===== src/rtl/mem_tx_sequencer.sv =====
// mem_tx_sequencer
// Runs host commands as bursts of 1..2^LEN_W beats. Each burst is one of:
//   memory write : sample DataIn, then write it to memory
//   memory read  : read memory, then transmit the word
//   direct       : sample DataIn, then transmit it
// The block also provides a configurable read latency, address auto-increment
// (wraps modulo 2^ADDR_W), a TxDone timeout and an abort on Active low.
// Completion is reported as a one-cycle Done pulse. Failures are reported as a
// one-cycle Error pulse plus a sticky ErrCode.
module mem_tx_sequencer #(
   parameter int ADDR_W     = 8,
   parameter int DATA_W     = 8,
   parameter int LEN_W      = 2,
   parameter int RD_LAT     = 1,
   parameter int TX_TIMEOUT = 255
) (
   input  logic              Clk,
   input  logic              Reset,
   input  logic              Active,
   input  logic              CmdValid,
   output logic              CmdReady,
   input  logic              CmdMode,
   input  logic              CmdRW,
   input  logic [ADDR_W-1:0] CmdAddr,
   input  logic [LEN_W-1:0]  CmdLen,
   input  logic [DATA_W-1:0] DataIn,
   output logic              SampleData,
   output logic              MemEn,
   output logic              MemWe,
   output logic [ADDR_W-1:0] MemAddr,
   output logic [DATA_W-1:0] MemWData,
   input  logic [DATA_W-1:0] MemRData,
   output logic              TxStart,
   output logic [DATA_W-1:0] TxData,
   input  logic              TxDone,
   output logic              Busy,
   output logic              Done,
   output logic              Error,
   output logic [1:0]        ErrCode
);

   typedef enum logic [2:0] {
      ST_IDLE     = 3'd0,
      ST_SAMPLE   = 3'd1,
      ST_MEM_WR   = 3'd2,
      ST_MEM_RD   = 3'd3,
      ST_RD_WAIT  = 3'd4,
      ST_TX_START = 3'd5,
      ST_TX_WAIT  = 3'd6
   } state_t;

   // The latency counter only needs to reach RD_LAT-1. The timeout counter
   // only needs to reach TX_TIMEOUT-1, because expiry is detected one count early.
   localparam int LAT_W = (RD_LAT > 1) ? $clog2(RD_LAT) : 1;
   localparam int TO_W  = (TX_TIMEOUT > 1) ? $clog2(TX_TIMEOUT) : 1;
   localparam logic [LAT_W-1:0] LAT_LAST = LAT_W'(RD_LAT - 1);
   localparam logic [TO_W-1:0]  TO_LAST  = (TX_TIMEOUT > 0) ? TO_W'(TX_TIMEOUT - 1) : {TO_W{1'b0}};
   localparam logic             TO_EN    = (TX_TIMEOUT != 0);

   state_t            state_r;
   logic              mode_r;
   logic              rw_r;
   logic [LEN_W-1:0]  len_r;
   logic [LEN_W-1:0]  beat_r;
   logic [LAT_W-1:0]  lat_cnt_r;
   logic [TO_W-1:0]   to_cnt_r;
   logic [ADDR_W-1:0] mem_addr_r;
   logic [DATA_W-1:0] mem_wdata_r;
   logic [DATA_W-1:0] tx_data_r;
   logic              done_r;
   logic              error_r;
   logic [1:0]        err_code_r;

   logic              last_beat_s;
   state_t            eob_state_s;

   // End-of-beat decision: finish the burst or return to the burst's first state
   always_comb begin
      last_beat_s = (beat_r == len_r);
      if (last_beat_s) begin
         eob_state_s = ST_IDLE;
      end else if (mode_r && rw_r) begin
         eob_state_s = ST_MEM_RD;
      end else begin
         eob_state_s = ST_SAMPLE;
      end
   end

   // Sequencer FSM with its datapath registers and registered status pulses
   always_ff @(posedge Clk or posedge Reset) begin
      if (Reset) begin
         state_r     <= ST_IDLE;
         mode_r      <= 1'b0;
         rw_r        <= 1'b0;
         len_r       <= {LEN_W{1'b0}};
         beat_r      <= {LEN_W{1'b0}};
         lat_cnt_r   <= {LAT_W{1'b0}};
         to_cnt_r    <= {TO_W{1'b0}};
         mem_addr_r  <= {ADDR_W{1'b0}};
         mem_wdata_r <= {DATA_W{1'b0}};
         tx_data_r   <= {DATA_W{1'b0}};
         done_r      <= 1'b0;
         error_r     <= 1'b0;
         err_code_r  <= 2'b00;
      end else begin
         done_r  <= 1'b0;
         error_r <= 1'b0;
         if ((state_r != ST_IDLE) && !Active) begin
            // Abort: drop straight to IDLE so no further strobes are issued
            state_r    <= ST_IDLE;
            error_r    <= 1'b1;
            err_code_r <= 2'b10;
         end else begin
            case (state_r)
               ST_IDLE: begin
                  if (CmdValid && Active) begin
                     mode_r     <= CmdMode;
                     rw_r       <= CmdRW;
                     len_r      <= CmdLen;
                     beat_r     <= {LEN_W{1'b0}};
                     err_code_r <= 2'b00;
                     // The address register tracks base+beat for the whole burst
                     mem_addr_r <= CmdAddr;
                     state_r    <= (CmdMode && CmdRW) ? ST_MEM_RD : ST_SAMPLE;
                  end else begin
                     state_r <= ST_IDLE;
                  end
               end
               ST_SAMPLE: begin
                  if (mode_r) begin
                     mem_wdata_r <= DataIn;
                     state_r     <= ST_MEM_WR;
                  end else begin
                     tx_data_r <= DataIn;
                     state_r   <= ST_TX_START;
                  end
               end
               ST_MEM_WR: begin
                  state_r <= eob_state_s;
                  done_r  <= last_beat_s;
                  if (!last_beat_s) begin
                     beat_r     <= beat_r + LEN_W'(1);
                     mem_addr_r <= mem_addr_r + ADDR_W'(1);
                  end else begin
                     beat_r <= beat_r;
                  end
               end
               ST_MEM_RD: begin
                  lat_cnt_r <= {LAT_W{1'b0}};
                  state_r   <= ST_RD_WAIT;
               end
               ST_RD_WAIT: begin
                  if (lat_cnt_r == LAT_LAST) begin
                     tx_data_r <= MemRData;
                     state_r   <= ST_TX_START;
                  end else begin
                     lat_cnt_r <= lat_cnt_r + LAT_W'(1);
                  end
               end
               ST_TX_START: begin
                  to_cnt_r <= {TO_W{1'b0}};
                  state_r  <= ST_TX_WAIT;
               end
               ST_TX_WAIT: begin
                  // TxDone has priority over an expiring timeout in the same cycle
                  if (TxDone) begin
                     state_r <= eob_state_s;
                     done_r  <= last_beat_s;
                     if (!last_beat_s) begin
                        beat_r     <= beat_r + LEN_W'(1);
                        mem_addr_r <= mem_addr_r + ADDR_W'(1);
                     end else begin
                        beat_r <= beat_r;
                     end
                  end else if (TO_EN && (to_cnt_r == TO_LAST)) begin
                     state_r    <= ST_IDLE;
                     error_r    <= 1'b1;
                     err_code_r <= 2'b01;
                  end else if (TO_EN) begin
                     to_cnt_r <= to_cnt_r + TO_W'(1);
                  end else begin
                     to_cnt_r <= to_cnt_r;
                  end
               end
               default: begin
                  state_r <= ST_IDLE;
               end
            endcase
         end
      end
   end

   assign CmdReady   = (state_r == ST_IDLE) & Active & ~Reset;
   assign SampleData = (state_r == ST_SAMPLE);
   assign MemEn      = (state_r == ST_MEM_WR) | (state_r == ST_MEM_RD);
   assign MemWe      = (state_r == ST_MEM_WR);
   assign TxStart    = (state_r == ST_TX_START);
   assign Busy       = (state_r != ST_IDLE);
   assign MemAddr    = mem_addr_r;
   assign MemWData   = mem_wdata_r;
   assign TxData     = tx_data_r;
   assign Done       = done_r;
   assign Error      = error_r;
   assign ErrCode    = err_code_r;

endmodule


===== config.mk =====
export PLATFORM = sky130hd
export DESIGN_NAME = mem_tx_sequencer
export DESIGN_NICKNAME = d
export VERILOG_FILES = /design/src/rtl/mem_tx_sequencer.sv
export SDC_FILE = /design/constraint.sdc
export NUM_CORES = 1
export LEC_CHECK = 0
export ABC_CLOCK_PERIOD_IN_PS = 3200
export CELL_PAD_IN_SITES_DETAIL_PLACEMENT = 0
export CELL_PAD_IN_SITES_GLOBAL_PLACEMENT = 1
export CORE_ASPECT_RATIO = 1.5
export CORE_UTILIZATION = 39
export CTS_CLUSTER_SIZE = 24
export DETAILED_ROUTE_END_ITERATION = 8
export PLACE_DENSITY_LB_ADDON = 0.1
export RECOVER_POWER = 100
export SETUP_SLACK_MARGIN = 0.5
export SLEW_MARGIN = 20
export SYNTH_ARGS = -nofsm -noshare
export SYNTH_HDL_FRONTEND = slang
export SYNTH_SLANG_ARGS = --single-unit

===== constraint.sdc =====
create_clock -name Clk -period 3.2 [get_ports Clk]
set_clock_uncertainty 0.15 [all_clocks]
set_input_delay 0.32 -clock Clk [delete_from_list [all_inputs] [get_ports Clk]]
set_output_delay 0.32 -clock Clk [all_outputs]
set_load 0.01 [all_outputs]

# Yosys cells after proc, flatten, opt, wreduce, memory -nomap -nowiden
# Cells that the tools add are included.
# Widths: inputs -> output; s select.
dict set report op_classes {
  mux 37
  reduce_logical 20
  addsub 4
  bitwise_logic 5
  n_eq_ne 19
}
# cell count
set op_table {}
lappend op_table {{$mux 8} 7}
lappend op_table {{$pmux 8 s2} 2}
lappend op_table {{$pmux 8 s3} 1}
lappend op_table {{$pmux 3 s7} 1}
lappend op_table {{$mux 2} 9}
lappend op_table {{$mux 3} 6}
lappend op_table {{$add 8x1->8 const B} 2}
lappend op_table {{$reduce_and 4->1} 4}
lappend op_table {{$ne 2x2->1 const B} 6}
lappend op_table {{$ne 3x3->1 const B} 4}
lappend op_table {{$eq 3x3->1 const B} 3}
lappend op_table {{$reduce_bool 3->1} 3}
lappend op_table {{$eq 8x8->1 const B} 1}
lappend op_table {{$mux 1} 7}
lappend op_table {{$eq 3x2->1 const B} 2}
lappend op_table {{$pmux 2 s3} 1}
lappend op_table {{$reduce_and 3->1} 2}
lappend op_table {{$reduce_bool 2->1} 3}
lappend op_table {{$logic_and 1x1->1} 4}
lappend op_table {{$ne 4x4->1 const B} 1}
lappend op_table {{$pmux 1 s2} 2}
lappend op_table {{$pmux 2 s2} 1}
lappend op_table {{$reduce_and 2->1} 2}
lappend op_table {{$eq 3x1->1 const B} 1}
lappend op_table {{8 further kinds} 10}
dict set report word_totals {
  output_inout_bits 34
  regBits 46
}

# Depth between registers and ports, before layout
dict set report logic_depth {
  ltp_word 6
  ltp_mapped 7
}

# Worst setup path before layout
# Ideal clock, no wire load.
dict set report synth_timing {
  path_type {reg2reg}
  startpoint {register to_cnt_r[0]}
  endpoint {register to_cnt_r[7]}
  path_stages_with_launch 8
  arrival_time_ns 1.807
  setup_ns 0.077
  path_buffers 1
  period_less_slack_ns 2.035
  path_slack_ns 1.165
  required_ns 2.973
  path_cell_list {dfrtp_1 > inv_1 > ha_1 > and3_2 > a211o_1 > buf_6 > or4_1 > a21oi_1}
}
dict set report synth_via {
  elab_chain_len 4
}
# item line_no
set synth_lines {}
lappend synth_lines {{start, declared} 66} ;# logic [TO_W-1:0] to_cnt_r;
lappend synth_lines {{start signal, assigned} 98} ;# to_cnt_r <= {TO_W{1'b0}};
lappend synth_lines {{start signal, assigned} 161} ;# to_cnt_r <= {TO_W{1'b0}};
lappend synth_lines {{start signal, assigned} 180} ;# to_cnt_r <= to_cnt_r + TO_W'(1);
lappend synth_lines {{$add 8x1->8} 180}
lappend synth_lines {{$mux 8} 175} ;# end else if (TO_EN && (to_cnt_r == TO_LAST)) begin
lappend synth_lines {{$mux 8} 166} ;# if (TxDone) begin
lappend synth_lines {{$pmux 8 s2} 114} ;# case (state_r)
# Parallel ways exist; a longest one is shown, timed or not. The select of a mux whose other input is x is not followed.
# A chain may end at the register's enable or synchronous reset.

# Worst setup path in the final report
dict set report layout_timing {
  startpoint {register state_r[2]}
  endpoint {output port CmdReady}
}
dict set report layout_via {
  elab_chain_len 3
}
# item line_no
set layout_lines {}
lappend layout_lines {{start, declared} 60} ;# state_t state_r;
lappend layout_lines {{start signal, assigned} 124} ;# state_r <= (CmdMode && CmdRW) ? ST_MEM_RD : ST_SAMPLE;
lappend layout_lines {{start signal, assigned} 139} ;# state_r <= eob_state_s;
lappend layout_lines {{start signal, assigned} 167} ;# state_r <= eob_state_s;
lappend layout_lines {{$logic_not 3->1} 193} ;# assign CmdReady = (state_r == ST_IDLE) & Active & ~Reset;
lappend layout_lines {{$and 1x1->1 (2 in a row)} 193}
lappend layout_lines {{end, declared} 21} ;# output logic CmdReady,
# Every way passes these cells.

==> impl_metrics.csv <==
group,metric,value,unit
logic_synthesis,synth.most_common_cell,"dfrtp_1",
floorplanning,io_pins,67,
critical_path,slowest_stage,"dlygate4sd3_1",
pwr,peakVddDrop,473.6,µV
floorplanning,die_y,98.48,µm
floorplanning,fp.coreArea,0.005871,mm²
run,cap_viol_max_count,0,
logic_synthesis,async_flop_share,100.0,%
floorplanning,die-area,0.006530,mm²
pwr,p_comb_share,47.1,%
pwr,p_int,1.604,mW
critical_path,r2r_slack,0.77,ns
critical_path,reg2reg_from,"state_r[2]$_DFFE_PP0P_",
logic_synthesis,synth-main-ff-cell,"dfrtp_1",
clock_network,cts_buffers,5,
final_layout,area_growth,31.90,%
sta,setup_violations,0,
sta,slew_violations,0,
pwr,p_leak,1.365,nW
placement,hpwl,4.663,mm
critical_path,cpPeakStageDelay,0.62,ns
floorplanning,die_x,66.32,µm
grt,grt_first_pass_wirelength,10.29,mm
sta,hold_viol_final,0,
grt,grt.total_usage,20.71,%
min_path,worstHoldEndpoint,"TxData[1]$_DFFE_PP0P_",
critical_path,r2r_end,"beat_r[0]$_DFFE_PP0P_",
logic_synthesis,ys_seq_area_share,46.54,%
clock_network,cts_max_path_buffers,2,
critical_path,cp_max_fo,18,
sta,period_minus_slack,2.558,ns
critical_path,cp-end-kind,"output pin",
critical_path,worstPathRequired,2.73,ns
pwr,power_frac_clock,14.4,%
logic_synthesis,synth_area_leader_cell,"dfrtp_1",
sta,tightest_slew,1.080,ns
critical_path,ff2ff_path_depth,5,
route,drc,0,
final_layout,design_area,0.003192,mm²
min_path,hold_class,"reg2reg",
sta,timing.setup.tns,0,ns
clock_network,postCtsHoldBufs,0,
logic_synthesis,synth_cell_types,52,
critical_path,critPathTopFamily,"buffers and inverters",
clock_network,clk_pin_slew,0.08,ns
critical_path,start_kind,"flop",
final_layout,nets,341,
grt,antenna_found_initial,0,
sta,fmax,0.3909,GHz
clock_network,clkLatencyLatePin,0.29,ns
floorplanning,initial_core_util,41.22,%
placement,io_buffers,66,
clock_network,htreeDepth,2,
pwr,powerDensity,818.2,mW/mm²
outcome,status,"finished clean",
pwr,switching_share,38.59,%
final_layout,n_antenna_cell,0,
placement,dpl_cell_area,0.003109,mm²
route,vias,2054,
pwr,p_sw,1.008,mW
logic_synthesis,netlist.area_leader.share,46.54,%
route,drtIter0Drc,74,
logic_synthesis,syn-instance-count,244,
logic_synthesis,synth_warnings,0,
route,dr.pass1.iters,4,
route,viasPerCell,5.434,
clock_network,cts.sinks,45,
clock_network,ctsResizeCount,0,
logic_synthesis,syn-cell-area,0.002420,mm²
grt,grt_max_degree,28,
logic_synthesis,synth_area_leaders,"dfrtp_1 (47%), mux2_2 (6.5%), mux2i_1 (4.6%)",
pwr,seqPwrFrac,38.4,%
logic_synthesis,synth.net_count,280,
route,wirelength,6.106,mm
clock_network,tritoncts,"yes",
route,drtAntennaViolNets,0,
sta,maxSlewHeadroom,27.90,%
critical_path,path_cells,"or3_1 -> nor3_1 -> dlygate4sd3_1",
route,wl_per_cell,16.15,µm
critical_path,arrival,2.09,ns
clock_network,cts-root-buf,"clkbuf_8",
min_path,min-delay-start,"TxData[1]$_DFFE_PP0P_",
critical_path,path_class,"reg2out",
sta,grt_setup_unrepaired,"false",
sta,finalCritPeriodShare,79.95,%
logic_synthesis,ys_seq_elements,45,
min_path,holdPathStages,2,
placement,gp_congestion,0.7988,
grt,grt_pass1_vias,2158,
floorplanning,placementRows,34,
grt,gr-total-overflow,0,
logic_synthesis,synthTopCellsByCount,"dfrtp_1 (45), nand2_1 (28), nor2_1 (19)",
critical_path,crit_buf_inv,1,
clock_network,cts_setup_buffers,0,
logic_synthesis,synth-edff-count,0,
logic_synthesis,synth_area_per_cell,9.917,µm²
final_layout,final_layout_size_suffix_gt1_share,9.477,%
## cell type report
type	count	area [µm²]
Fill cell	566	2679
Multi-Input combinational cell	176	1169
Sequential cell	45	1126
Timing Repair Buffer	70	679.4
Clock buffer	7	96.34
Tap cell	72	90.09
Inverter	7	26.28
Clock inverter	1	5.005
## placed cells by master, fill, tap and decap left out, types with 2 or more instances in the layout
cell type        instances
a2111oi_0                3
a211oi_1                 2
a21o_1                   2
a21oi_1                  9
a2bb2oi_1                5
and2_1                   2
and3_1                   2
and4_1                   3
clkbuf_1                 3
clkbuf_8                 7
clkdlybuf4s50_1         30
dfrtp_1                 45
dlygate4sd3_1           36
ha_1                     3
inv_1                    7
mux2_2                  14
mux2i_1                 11
nand2_1                 28
nand2b_1                 5
nand3_1                  6
nand4_1                  2
nor2_1                  19
nor2b_1                  3
nor3_1                   3
nor4_1                   3
o211ai_1                 2
o21ai_0                 14
o22ai_1                  3
o31ai_1                  5
o41ai_1                  3
or3_1                    2
or4_1                    2
xor2_1                   2
## per-stage QoR
step	std cells	worst slack [ns]	total power [mW]	hold slack, ns	utilization [%]
after floorplan	244	1.165	1.748	0.3107	-
after global placement	369	0.7155	2.341	0.3114	52.96
after detailed placement	369	0.6864	2.354	0.3239	52.96
after CTS	377	0.6197	2.745	0.3427	54.69
after global routing	378	0.4383	2.836	0.3645	54.37
final	378	0.6417	2.611	0.3340	54.37
## worst register-to-register path, stage by stage (launching register included)
cell and delay [ns]:
dfrtp_1 0.67, nand2b_1 0.14, a21oi_1 0.68, nor3_1 0.11, clkbuf_1 0.24, mux2_2 0.32
## power by group through the flow
stage | Clock [mW] | Combinational (mW) | Sequential [mW]
CTS | 0.396 | 1.33 | 1.02
detailed placement | 0 | 1.32 | 1.03
global placement | 0 | 1.31 | 1.03
finish | 0.377 | 1.23 | 1.00
floorplan | 0 | 0.728 | 1.02
global route | 0.422 | 1.36 | 1.05
## flip-flops by register name, summed over array words and instances (netlist names)
name and count:
TxData 8, MemWData 8, Done 1, state_r 3, ErrCode 2, len_r 2, MemAddr 8, to_cnt_r 8
Error 1, mode_r 1, rw_r 1, beat_r 2
## worst max path at each step
stage / from / endpoint / slack [ns] / cells past startpoint
floorplan: to_cnt_r[0]$_DFFE_PP0P_ / to_cnt_r[7]$_DFFE_PP0P_ / 1.17 / 7
global placement: TxDone / MemAddr[1]$_DFFE_PP0P_ / 0.72 / 6
detailed placement: TxDone / beat_r[0]$_DFFE_PP0P_ / 0.69 / 6
CTS: state_r[2]$_DFFE_PP0P_ / CmdReady / 0.62 / 3
global route: Reset / MemWData[1]$_DFFE_PP0P_ / 0.44 / 3
finish: state_r[2]$_DFFE_PP0P_ / CmdReady / 0.64 / 3
## metal layers
metal / track usage, % / share of wire, %
met4: 8.020 / 2.2
met5: 0 / 0
met2: 38.62 / 56
met1: 22.53 / 38
met3: 3.356 / 3.8
## kinds of logic after synthesis
logic type	Yosys count	synth area share (%)
buf+inv	23	4.550
xor+xnor	2	0.7240
mux	25	11.07
compound gates	58	16.60
simple gates	88	18.98
fa+ha+maj	3	1.551
flops	45	46.54
Note: power is estimated with default switching activity, not from simulation.
